===== config.mk =====
export PLATFORM = sky130hd
export DESIGN_NAME = sram_arbiter_flat
export DESIGN_NICKNAME = d
export VERILOG_FILES = /design/src/rtl/sram_arb_pkg.sv /design/src/rtl/sram_arbiter_if.sv /design/src/rtl/flex_counter.sv /design/src/rtl/sram_arbiter.sv /design/src/flat_wrapper.sv
export SDC_FILE = /design/constraint.sdc
export NUM_CORES = 1
export LEC_CHECK = 0
export BUFFER_PORTS_ARGS = -buffer_cell sky130_fd_sc_hd__buf_2
export CORE_UTILIZATION = 30
export CTS_BUF_LIST = sky130_fd_sc_hd__clkbuf_4
export DETAILED_ROUTE_END_ITERATION = 10
export MAX_ROUTING_LAYER = met4
export SLEW_MARGIN = 5
export SYNTH_ARGS = -nofsm -noshare
export SYNTH_HDL_FRONTEND = slang
export SYNTH_SLANG_ARGS = --single-unit

===== constraint.sdc =====
create_clock -name clk -period 3.6 [get_ports clk]
set_clock_uncertainty 0.2 [all_clocks]
set_input_delay 0.18 -clock clk [delete_from_list [all_inputs] [get_ports clk]]
set_output_delay 0.18 -clock clk [all_outputs]
set_load 0.02 [all_outputs]

===== src/rtl/sram_arb_pkg.sv =====
// Shared state encoding and default widths for the SRAM arbiter.
package sram_arb_pkg;

  localparam int unsigned SRAM_ADDR_BITS = 16;
  localparam int unsigned SRAM_DATA_BITS = 32;

  typedef enum logic [1:0] {
    IDLE  = 2'd0,
    ISSUE = 2'd1,
    WAIT  = 2'd2
  } arb_state_t;

endpackage


===== src/rtl/sram_arbiter_if.sv =====
// Requester-side and sram_iface-side signals of the arbiter; slave is the arbiter view.
interface sram_arbiter_if
  import sram_arb_pkg::*;
#(
  parameter int unsigned NUM_REQ   = 3,
  parameter int unsigned ADDR_BITS = SRAM_ADDR_BITS,
  parameter int unsigned DATA_BITS = SRAM_DATA_BITS
);

  logic [NUM_REQ-1:0]           req;
  logic [NUM_REQ-1:0]           req_we;
  logic [NUM_REQ*ADDR_BITS-1:0] req_addr;
  logic [NUM_REQ*DATA_BITS-1:0] req_wdata;
  logic [NUM_REQ-1:0]           gnt;
  logic [NUM_REQ-1:0]           done;
  logic [NUM_REQ-1:0]           err;
  logic [DATA_BITS-1:0]         rdata;

  logic                         sram_start;
  logic                         sram_writemode;
  logic [ADDR_BITS-1:0]         sram_addr;
  logic [DATA_BITS-1:0]         sram_wdata;
  logic                         sram_io_done;
  logic [DATA_BITS-1:0]         sram_rdata;

  modport master (
    output req, req_we, req_addr, req_wdata, sram_io_done, sram_rdata,
    input  gnt, done, err, rdata, sram_start, sram_writemode, sram_addr, sram_wdata
  );

  modport slave (
    input  req, req_we, req_addr, req_wdata, sram_io_done, sram_rdata,
    output gnt, done, err, rdata, sram_start, sram_writemode, sram_addr, sram_wdata
  );

endinterface


===== src/rtl/flex_counter.sv =====
// Clearable wrapping counter; the registered flag is high in the cycle whose
// increment lands on rollover_val, so a watchdog can act on that same cycle.
module flex_counter #(
  parameter int unsigned NUM_CNT_BITS = 4
) (
  input  logic                    clk,
  input  logic                    rst,
  input  logic                    clear_i,
  input  logic                    count_enable_i,
  input  logic [NUM_CNT_BITS-1:0] rollover_val_i,
  output logic                    rollover_flag_o
);

  logic [NUM_CNT_BITS-1:0] count_q, count_d;
  logic                    flag_q, flag_d;

  always_comb begin
    count_d = count_q;
    if (clear_i) begin
      count_d = '0;
    end else if (count_enable_i) begin
      count_d = (count_q == rollover_val_i) ? NUM_CNT_BITS'(1)
                                            : count_q + NUM_CNT_BITS'(1);
    end
    flag_d = ((count_d + NUM_CNT_BITS'(1)) == rollover_val_i);
  end

  always_ff @(posedge clk or posedge rst) begin
    if (rst) begin
      count_q <= '0;
      flag_q  <= 1'b0;
    end else begin
      count_q <= count_d;
      flag_q  <= flag_d;
    end
  end

  assign rollover_flag_o = flag_q;

endmodule


===== src/rtl/sram_arbiter.sv =====
// Round-robin arbiter sharing one sram_iface port among NUM_REQ requesters,
// one transaction in flight, with a watchdog abort.
module sram_arbiter
  import sram_arb_pkg::*;
#(
  parameter int unsigned NUM_REQ   = 3,
  parameter int unsigned ADDR_BITS = SRAM_ADDR_BITS,
  parameter int unsigned DATA_BITS = SRAM_DATA_BITS,
  parameter int unsigned TIMEOUT   = 31
) (
  input logic           clk,
  input logic           rst,
  sram_arbiter_if.slave bus
);

  localparam int unsigned IDX_W = (NUM_REQ > 1) ? $clog2(NUM_REQ) : 1;
  localparam int unsigned CNT_W = 5;
  localparam logic [NUM_REQ-1:0] REQ_ONE = NUM_REQ'(1);

  arb_state_t             state_q, state_d;
  logic [IDX_W-1:0]       idx_q, idx_d;
  logic [IDX_W-1:0]       rr_q, rr_d;
  logic                   we_q, we_d;
  logic [ADDR_BITS-1:0]   addr_q, addr_d;
  logic [DATA_BITS-1:0]   wdata_q, wdata_d;
  logic [DATA_BITS-1:0]   rdata_q, rdata_d;
  logic [NUM_REQ-1:0]     gnt_q, gnt_d;
  logic [NUM_REQ-1:0]     done_q, done_d;
  logic [NUM_REQ-1:0]     err_q, err_d;
  logic                   start_q, start_d;

  logic                   pick_vld;
  logic [IDX_W-1:0]       pick_idx;
  logic [31:0]            cand;
  logic                   cnt_flag;
  logic                   timeout;

  // Rotating priority: first requester at or after rr_q, modulo NUM_REQ.
  always_comb begin
    pick_vld = 1'b0;
    pick_idx = '0;
    cand     = '0;
    for (int unsigned k = 0; k < NUM_REQ; k++) begin
      cand = (32'(rr_q) + k) % NUM_REQ;
      if (!pick_vld && bus.req[IDX_W'(cand)]) begin
        pick_vld = 1'b1;
        pick_idx = IDX_W'(cand);
      end
    end
  end

  flex_counter #(
    .NUM_CNT_BITS(CNT_W)
  ) u_watchdog (
    .clk            (clk),
    .rst            (rst),
    .clear_i        (state_q == ISSUE),
    .count_enable_i (state_q == WAIT),
    .rollover_val_i (CNT_W'(TIMEOUT)),
    .rollover_flag_o(cnt_flag)
  );

  assign timeout = cnt_flag && (state_q == WAIT);

  always_ff @(posedge clk or posedge rst) begin
    if (rst) state_q <= IDLE;
    else     state_q <= state_d;
  end

  always_comb begin
    state_d = state_q;
    case (state_q)
      IDLE:    if (pick_vld) state_d = ISSUE;
      ISSUE:   state_d = WAIT;
      WAIT:    if (bus.sram_io_done || timeout) state_d = IDLE;
      default: state_d = IDLE;
    endcase
  end

  // Completion wins over a coincident watchdog expiry.
  always_comb begin
    idx_d   = idx_q;
    rr_d    = rr_q;
    we_d    = we_q;
    addr_d  = addr_q;
    wdata_d = wdata_q;
    rdata_d = rdata_q;
    gnt_d   = '0;
    done_d  = '0;
    err_d   = '0;
    start_d = 1'b0;
    case (state_q)
      IDLE: begin
        if (pick_vld) begin
          idx_d   = pick_idx;
          we_d    = bus.req_we[pick_idx];
          addr_d  = bus.req_addr[32'(pick_idx) * ADDR_BITS +: ADDR_BITS];
          wdata_d = bus.req_wdata[32'(pick_idx) * DATA_BITS +: DATA_BITS];
          gnt_d   = REQ_ONE << pick_idx;
          start_d = 1'b1;
        end
      end
      ISSUE: gnt_d = REQ_ONE << idx_q;
      WAIT: begin
        if (bus.sram_io_done) begin
          done_d = REQ_ONE << idx_q;
          rr_d   = IDX_W'((32'(idx_q) + 32'd1) % NUM_REQ);
          if (!we_q) rdata_d = bus.sram_rdata;
        end else if (timeout) begin
          err_d = REQ_ONE << idx_q;
          rr_d  = IDX_W'((32'(idx_q) + 32'd1) % NUM_REQ);
        end else begin
          gnt_d = REQ_ONE << idx_q;
        end
      end
      default: ;
    endcase
  end

  always_ff @(posedge clk or posedge rst) begin
    if (rst) begin
      idx_q   <= '0;
      rr_q    <= '0;
      we_q    <= 1'b0;
      addr_q  <= '0;
      wdata_q <= '0;
      rdata_q <= '0;
      gnt_q   <= '0;
      done_q  <= '0;
      err_q   <= '0;
      start_q <= 1'b0;
    end else begin
      idx_q   <= idx_d;
      rr_q    <= rr_d;
      we_q    <= we_d;
      addr_q  <= addr_d;
      wdata_q <= wdata_d;
      rdata_q <= rdata_d;
      gnt_q   <= gnt_d;
      done_q  <= done_d;
      err_q   <= err_d;
      start_q <= start_d;
    end
  end

  assign bus.gnt            = gnt_q;
  assign bus.done           = done_q;
  assign bus.err            = err_q;
  assign bus.rdata          = rdata_q;
  assign bus.sram_start     = start_q;
  assign bus.sram_writemode = we_q;
  assign bus.sram_addr      = addr_q;
  assign bus.sram_wdata     = wdata_q;

endmodule


===== src/flat_wrapper.sv =====
// flat-port wrapper written by rule: the top's interface ports become plain ports
module sram_arbiter_flat import sram_arb_pkg::*;
#(
  parameter int unsigned NUM_REQ   = 3,
  parameter int unsigned ADDR_BITS = SRAM_ADDR_BITS,
  parameter int unsigned DATA_BITS = SRAM_DATA_BITS,
  parameter int unsigned TIMEOUT   = 31
)
  (clk, rst, bus_req, bus_req_we, bus_req_addr, bus_req_wdata, bus_sram_io_done, bus_sram_rdata, bus_gnt, bus_done, bus_err, bus_rdata, bus_sram_start, bus_sram_writemode, bus_sram_addr, bus_sram_wdata);
  sram_arbiter_if #(.NUM_REQ(NUM_REQ), .ADDR_BITS(ADDR_BITS), .DATA_BITS(DATA_BITS)) bus_i ();
  input logic clk;
  input logic rst;
  input wire logic [$bits(bus_i.req)-1:0] bus_req;
  input wire logic [$bits(bus_i.req_we)-1:0] bus_req_we;
  input wire logic [$bits(bus_i.req_addr)-1:0] bus_req_addr;
  input wire logic [$bits(bus_i.req_wdata)-1:0] bus_req_wdata;
  input wire logic [$bits(bus_i.sram_io_done)-1:0] bus_sram_io_done;
  input wire logic [$bits(bus_i.sram_rdata)-1:0] bus_sram_rdata;
  output wire logic [$bits(bus_i.gnt)-1:0] bus_gnt;
  output wire logic [$bits(bus_i.done)-1:0] bus_done;
  output wire logic [$bits(bus_i.err)-1:0] bus_err;
  output wire logic [$bits(bus_i.rdata)-1:0] bus_rdata;
  output wire logic [$bits(bus_i.sram_start)-1:0] bus_sram_start;
  output wire logic [$bits(bus_i.sram_writemode)-1:0] bus_sram_writemode;
  output wire logic [$bits(bus_i.sram_addr)-1:0] bus_sram_addr;
  output wire logic [$bits(bus_i.sram_wdata)-1:0] bus_sram_wdata;
  assign bus_i.req = bus_req;
  assign bus_i.req_we = bus_req_we;
  assign bus_i.req_addr = bus_req_addr;
  assign bus_i.req_wdata = bus_req_wdata;
  assign bus_i.sram_io_done = bus_sram_io_done;
  assign bus_i.sram_rdata = bus_sram_rdata;
  assign bus_gnt = bus_i.gnt;
  assign bus_done = bus_i.done;
  assign bus_err = bus_i.err;
  assign bus_rdata = bus_i.rdata;
  assign bus_sram_start = bus_i.sram_start;
  assign bus_sram_writemode = bus_i.sram_writemode;
  assign bus_sram_addr = bus_i.sram_addr;
  assign bus_sram_wdata = bus_i.sram_wdata;
  sram_arbiter #(.NUM_REQ(NUM_REQ), .ADDR_BITS(ADDR_BITS), .DATA_BITS(DATA_BITS), .TIMEOUT(TIMEOUT)) u_core (.clk(clk), .rst(rst), .bus(bus_i));
endmodule

==> impl_metrics.toml, run 1 <==
[status]
outcome = "did not finish"
failed_stage = "4_1_cts"
stop_error = "[ERROR RSZ-0060] Max buffer count reached."

[cts]
cts_buffers = 9
cts_resized = 0
cts_hold_buf = 181
clk_path_buf_depth = 2
cts_root_buf = "clkbuf_4"
clock_sinks = 103
cts-htree-levels = 3
post_cts_buffers = 0

[synth]
synthMuxAreaShare = 0.190
synthAdderAreaFrac = 0.0226
synth_top_family_by_area = "multiplexers"
syn-instance-count = 413
synth_seq_cells = 103
syn-cell-area_um2 = 4990
synth_warnings = 0
ys.flop_type = "dfrtp_1"
synth_edf_count = 0
yosysSeqAreaShare = 0.517
ys_types = 38
synth_compound_gate_area_share = 0.137
synthSimpleGateAreaFrac = 0.0886
synth_xor_area_frac = 0
syn-num-nets = 607
synthArstFlopShare = 1.00
syn_area_per_cell_um2 = 12.1

[placed_design]
port_buffers = 275
gp_congestion = 0.785
dp.cells = 883
hpwl_um = 11100

[die]
initial_core_util = 0.311
rows = 46
die_h_um = 131
die_w_um = 131
io_pins = 276
-- cell usage after synthesis (all sizes together), types with 8 or more instances --
master	n	area (um^2)
and3	8	50.1
o21ai	12	60.1
inv	10	37.5
dfrtp	103	2580
nor2	58	218
clkbuf	8	30.0
mux2i	55	563
nand2	11	41.3
mux2	34	383
buf	22	158
a221o	49	490
ha	9	113
-- cell families after synthesis --
group	after synthesis
flip-flops	103
AND/OR/NAND/NOR	96
multiplexers	89
AO/OA/AOI/OAI	76
buffers and inverters	40
adder cells (fa/ha/maj)	9
-- metrics by stage --
stage	instance area [um^2]	utilization	hold WS, ns	worst slack [ns]
detailed placement	6560	0.409	0.205	0.419
global placement	6560	0.409	0.204	0.512
floorplan	4990	-	0.115	0.516
==> run 2: changes to the inputs <==
--- a/config.mk
+++ b/config.mk
@@ -6,10 +6,9 @@
 export NUM_CORES = 1
 export LEC_CHECK = 0
 export BUFFER_PORTS_ARGS = -buffer_cell sky130_fd_sc_hd__buf_2
-export CORE_UTILIZATION = 30
-export CTS_BUF_LIST = sky130_fd_sc_hd__clkbuf_4
+export CORE_UTILIZATION = 20
 export DETAILED_ROUTE_END_ITERATION = 10
-export MAX_ROUTING_LAYER = met4
+export PLACE_DENSITY_LB_ADDON = 0.15
 export SLEW_MARGIN = 5
 export SYNTH_ARGS = -nofsm -noshare
 export SYNTH_HDL_FRONTEND = slang
==> run 2 against run 1 <==
Effect of this change: the flow now finishes without violations; synthesized cell count unchanged; area after synthesis unchanged.
==> impl_metrics.toml, run 2 <==
[cts]
post_cts_buffers = 0
cts_buffers = 9
cts_root_buf = "clkbuf_16"
clk_pin_slew_ns = 0.08
clk_path_buf_depth = 2
cts_tree = "built"
insertion_delay_ns = 0.35
clock_sinks = 103
cts-htree-levels = 3

[layout]
final_common_cell = "buf_2"
syn2layout_area_growth_pct = 73.4
diodes = 0
multiInputGateArea_um2 = 2200
num-nets-final = 1037
drive_gt1_frac = 0.389
post-route-util = 0.355
num-fill-cells = 2484
register_area_um2 = 2580
final_cell_mix = "buf_2 (275), dlygate4sd3_1 (165), dfrtp_1 (103)"

[timing]
worst_pin_slew_ns = 0.974
final.setup.tns_ns = 0
finalSetupViolCount = 0
rsz0062_at_grt = "false"
min_period_over_period = 0.911
whs_ns = 0.0121
fin_crit_ns = 3.28
hold_violations = 0
fmax_mhz = 305
maxSlewHeadroom = 0.347
slew_viol_final = 0

[die]
rows = 57
die_h_um = 160
core_area_um2 = 24400
dieArea_um2 = 25600
io_pins = 276
die_w_um = 160
initial_core_util = 0.204

[setup_path]
startpoint_type = "flip-flop"
reg2reg_slack_ns = 0.32
path_class = "reg2reg"
cp_max_fo = 43
rr_endpoint = "u_core.bus.sram_wdata[17]"
cp_slowest_cell = "buf_6"
reg2reg_depth = 9
required_ns = 3.63
crit_path_end_kind = "flip-flop"
crit_chain = "inv_1 -> ha_1 -> mux2i_4 -> o211ai_1 -> a222oi_1 -> buf_6 -> mux2i_1 -> nor2_1 -> a221o_1"
crit_start = "u_core.rr_q[0]"
cp.arrival_ns = 3.31
critPathBufInv = 2
critical_path.top_delay_family = "compound AO/OA/AOI/OAI gates"
max_stage_delay_ns = 0.47
r2r-start = "u_core.rr_q[0]"
cp-endpoint = "u_core.bus.sram_wdata[17]"
path_depth = 9

[drt]
drc = 0
wl_per_cell_um = 15.0
via_per_inst = 4.26
ant_nets = 0
drt_iter0_drc = 160
num_vias = 4998
wl_um = 17600
dr.pass1.iters = 5

[synth]
syn-num-nets = 607
syn-instance-count = 413
ys_types = 38
yosysSeqAreaShare = 0.517
synth_area_leaders = "dfrtp_1 (52%), mux2i_1 (11%), a221o_1 (9.8%), mux2_2 (5.2%), nor2_1 (4.4%)"
post-synth-top-count-cell = "dfrtp_1"
synthArstFlopShare = 1.00
synth_seq_cells = 103
synth.top_cell.area_share = 0.517
yosys.area.top_type = "dfrtp_1"
syn-cell-area_um2 = 4990
syn_area_per_cell_um2 = 12.1
synth_edf_count = 0
synth_warnings = 0
ys_top_cells_by_count = "dfrtp_1 (103), nor2_1 (58), mux2i_1 (54)"
ys.flop_type = "dfrtp_1"

[grt]
grt_use_total = 0.137
antenna_found_initial = 0
overflow = 0
grt_pass1_wl_um = 27700
grt_max_degree = 58
grt_pass1_vias = 5455

[power]
ir_worst_vdd_v = 0.000495
power.density_nw_per_um2 = 784
p_leak_uw = 0.00413

[placed_design]
gp_congestion = 0.784
hpwl_um = 11300
port_buffers = 275

[status]
outcome = "finished, final reports clean"

[worst_hold_path]
hp-class = "in2reg"

[flow_run]
maxCapViolations = 0
==> run 2: cell counts after synthesis <==
Identical to the previous run, type by type.
==> run 2: logic make-up (layout without fill, tap and decap cells) <==
family,Yosys count,after routing,synth area share
simple gates,96,97,0.0886
fa+ha+maj,9,9,0.0226
flops,103,103,0.517
buf+inv,40,474,0.0452
mux,89,89,0.190
compound gates,76,76,0.137
==> run 2: timing repair <==
item,CTS,global route
gates resized for setup,0,1
hold buffers,165,0
hold endpoints to repair,130,0
endpoints found under the setup margin,0,25
==> run 2: worst min-delay path: stages <==
cell and delay [ns]:
buf_2 0.08, mux2i_1 0.06, nor2_1 0.10, a221o_1 0.11
==> run 2: worst min path at each step <==
stage / from / end / depth (start not counted)
after global placement: rst / u_core.bus.rdata[21] / 2
after detailed placement: rst / u_core.bus.rdata[21] / 2
after floorplan: bus_sram_rdata[22] / u_core.bus.rdata[22] / 1
after global routing: bus_req_wdata[13] / u_core.bus.sram_wdata[13] / 4
after CTS: bus_req_wdata[13] / u_core.bus.sram_wdata[13] / 4
final: bus_req_wdata[13] / u_core.bus.sram_wdata[13] / 4
==> run 2: final cells by class <==
type                       instances  share of cell area
sequential                       103               0.298
inverter                          10             0.00463
tap                              324              0.0469
multi-input combinational        271               0.255
timing repair buffer             448               0.359
clock buffer                       9              0.0260
clock inverter                     7              0.0106
==> run 2: power breakdown <==
part           switching [uW]  internal [uW]  total, uW
registers                 321           1700       2020
logic                    2120           1590       3720
clock network             484            556       1040
total                    2930           3850       6780
==> run 2: through the flow <==
step / instances / cell area (um^2) / setup slack [ns] / total power [uW]
6_report: 1172 / 8650 / 0.319 / 6780
2_1_floorplan: 413 / 4990 / 0.516 / 4600
3_5_place_dp: 990 / 6670 / 0.151 / 5620
4_1_cts: 1171 / 8630 / 0.111 / 6830
5_1_grt: 1172 / 8650 / 0.130 / 7280
3_3_place_gp: 990 / 6670 / 0.223 / 5580
==> run 2: routing by layer <==
| layer | vias up | part of all wire | wire length [um] | global-route usage |
|---|---|---|---|---|
| met2 | 262 | 0.48 | 8500 | 0.240 |
| li1 | 2388 | - | - | - |
| met3 | 43 | 0.062 | 1090 | 0.0260 |
| met4 | 0 | 0.032 | 564 | 0.0667 |
| met1 | 2305 | 0.42 | 7460 | 0.160 |
| met5 | - | 0 | 0 | 0 |
No activity file was read; power rests on OpenSTA's default activity.
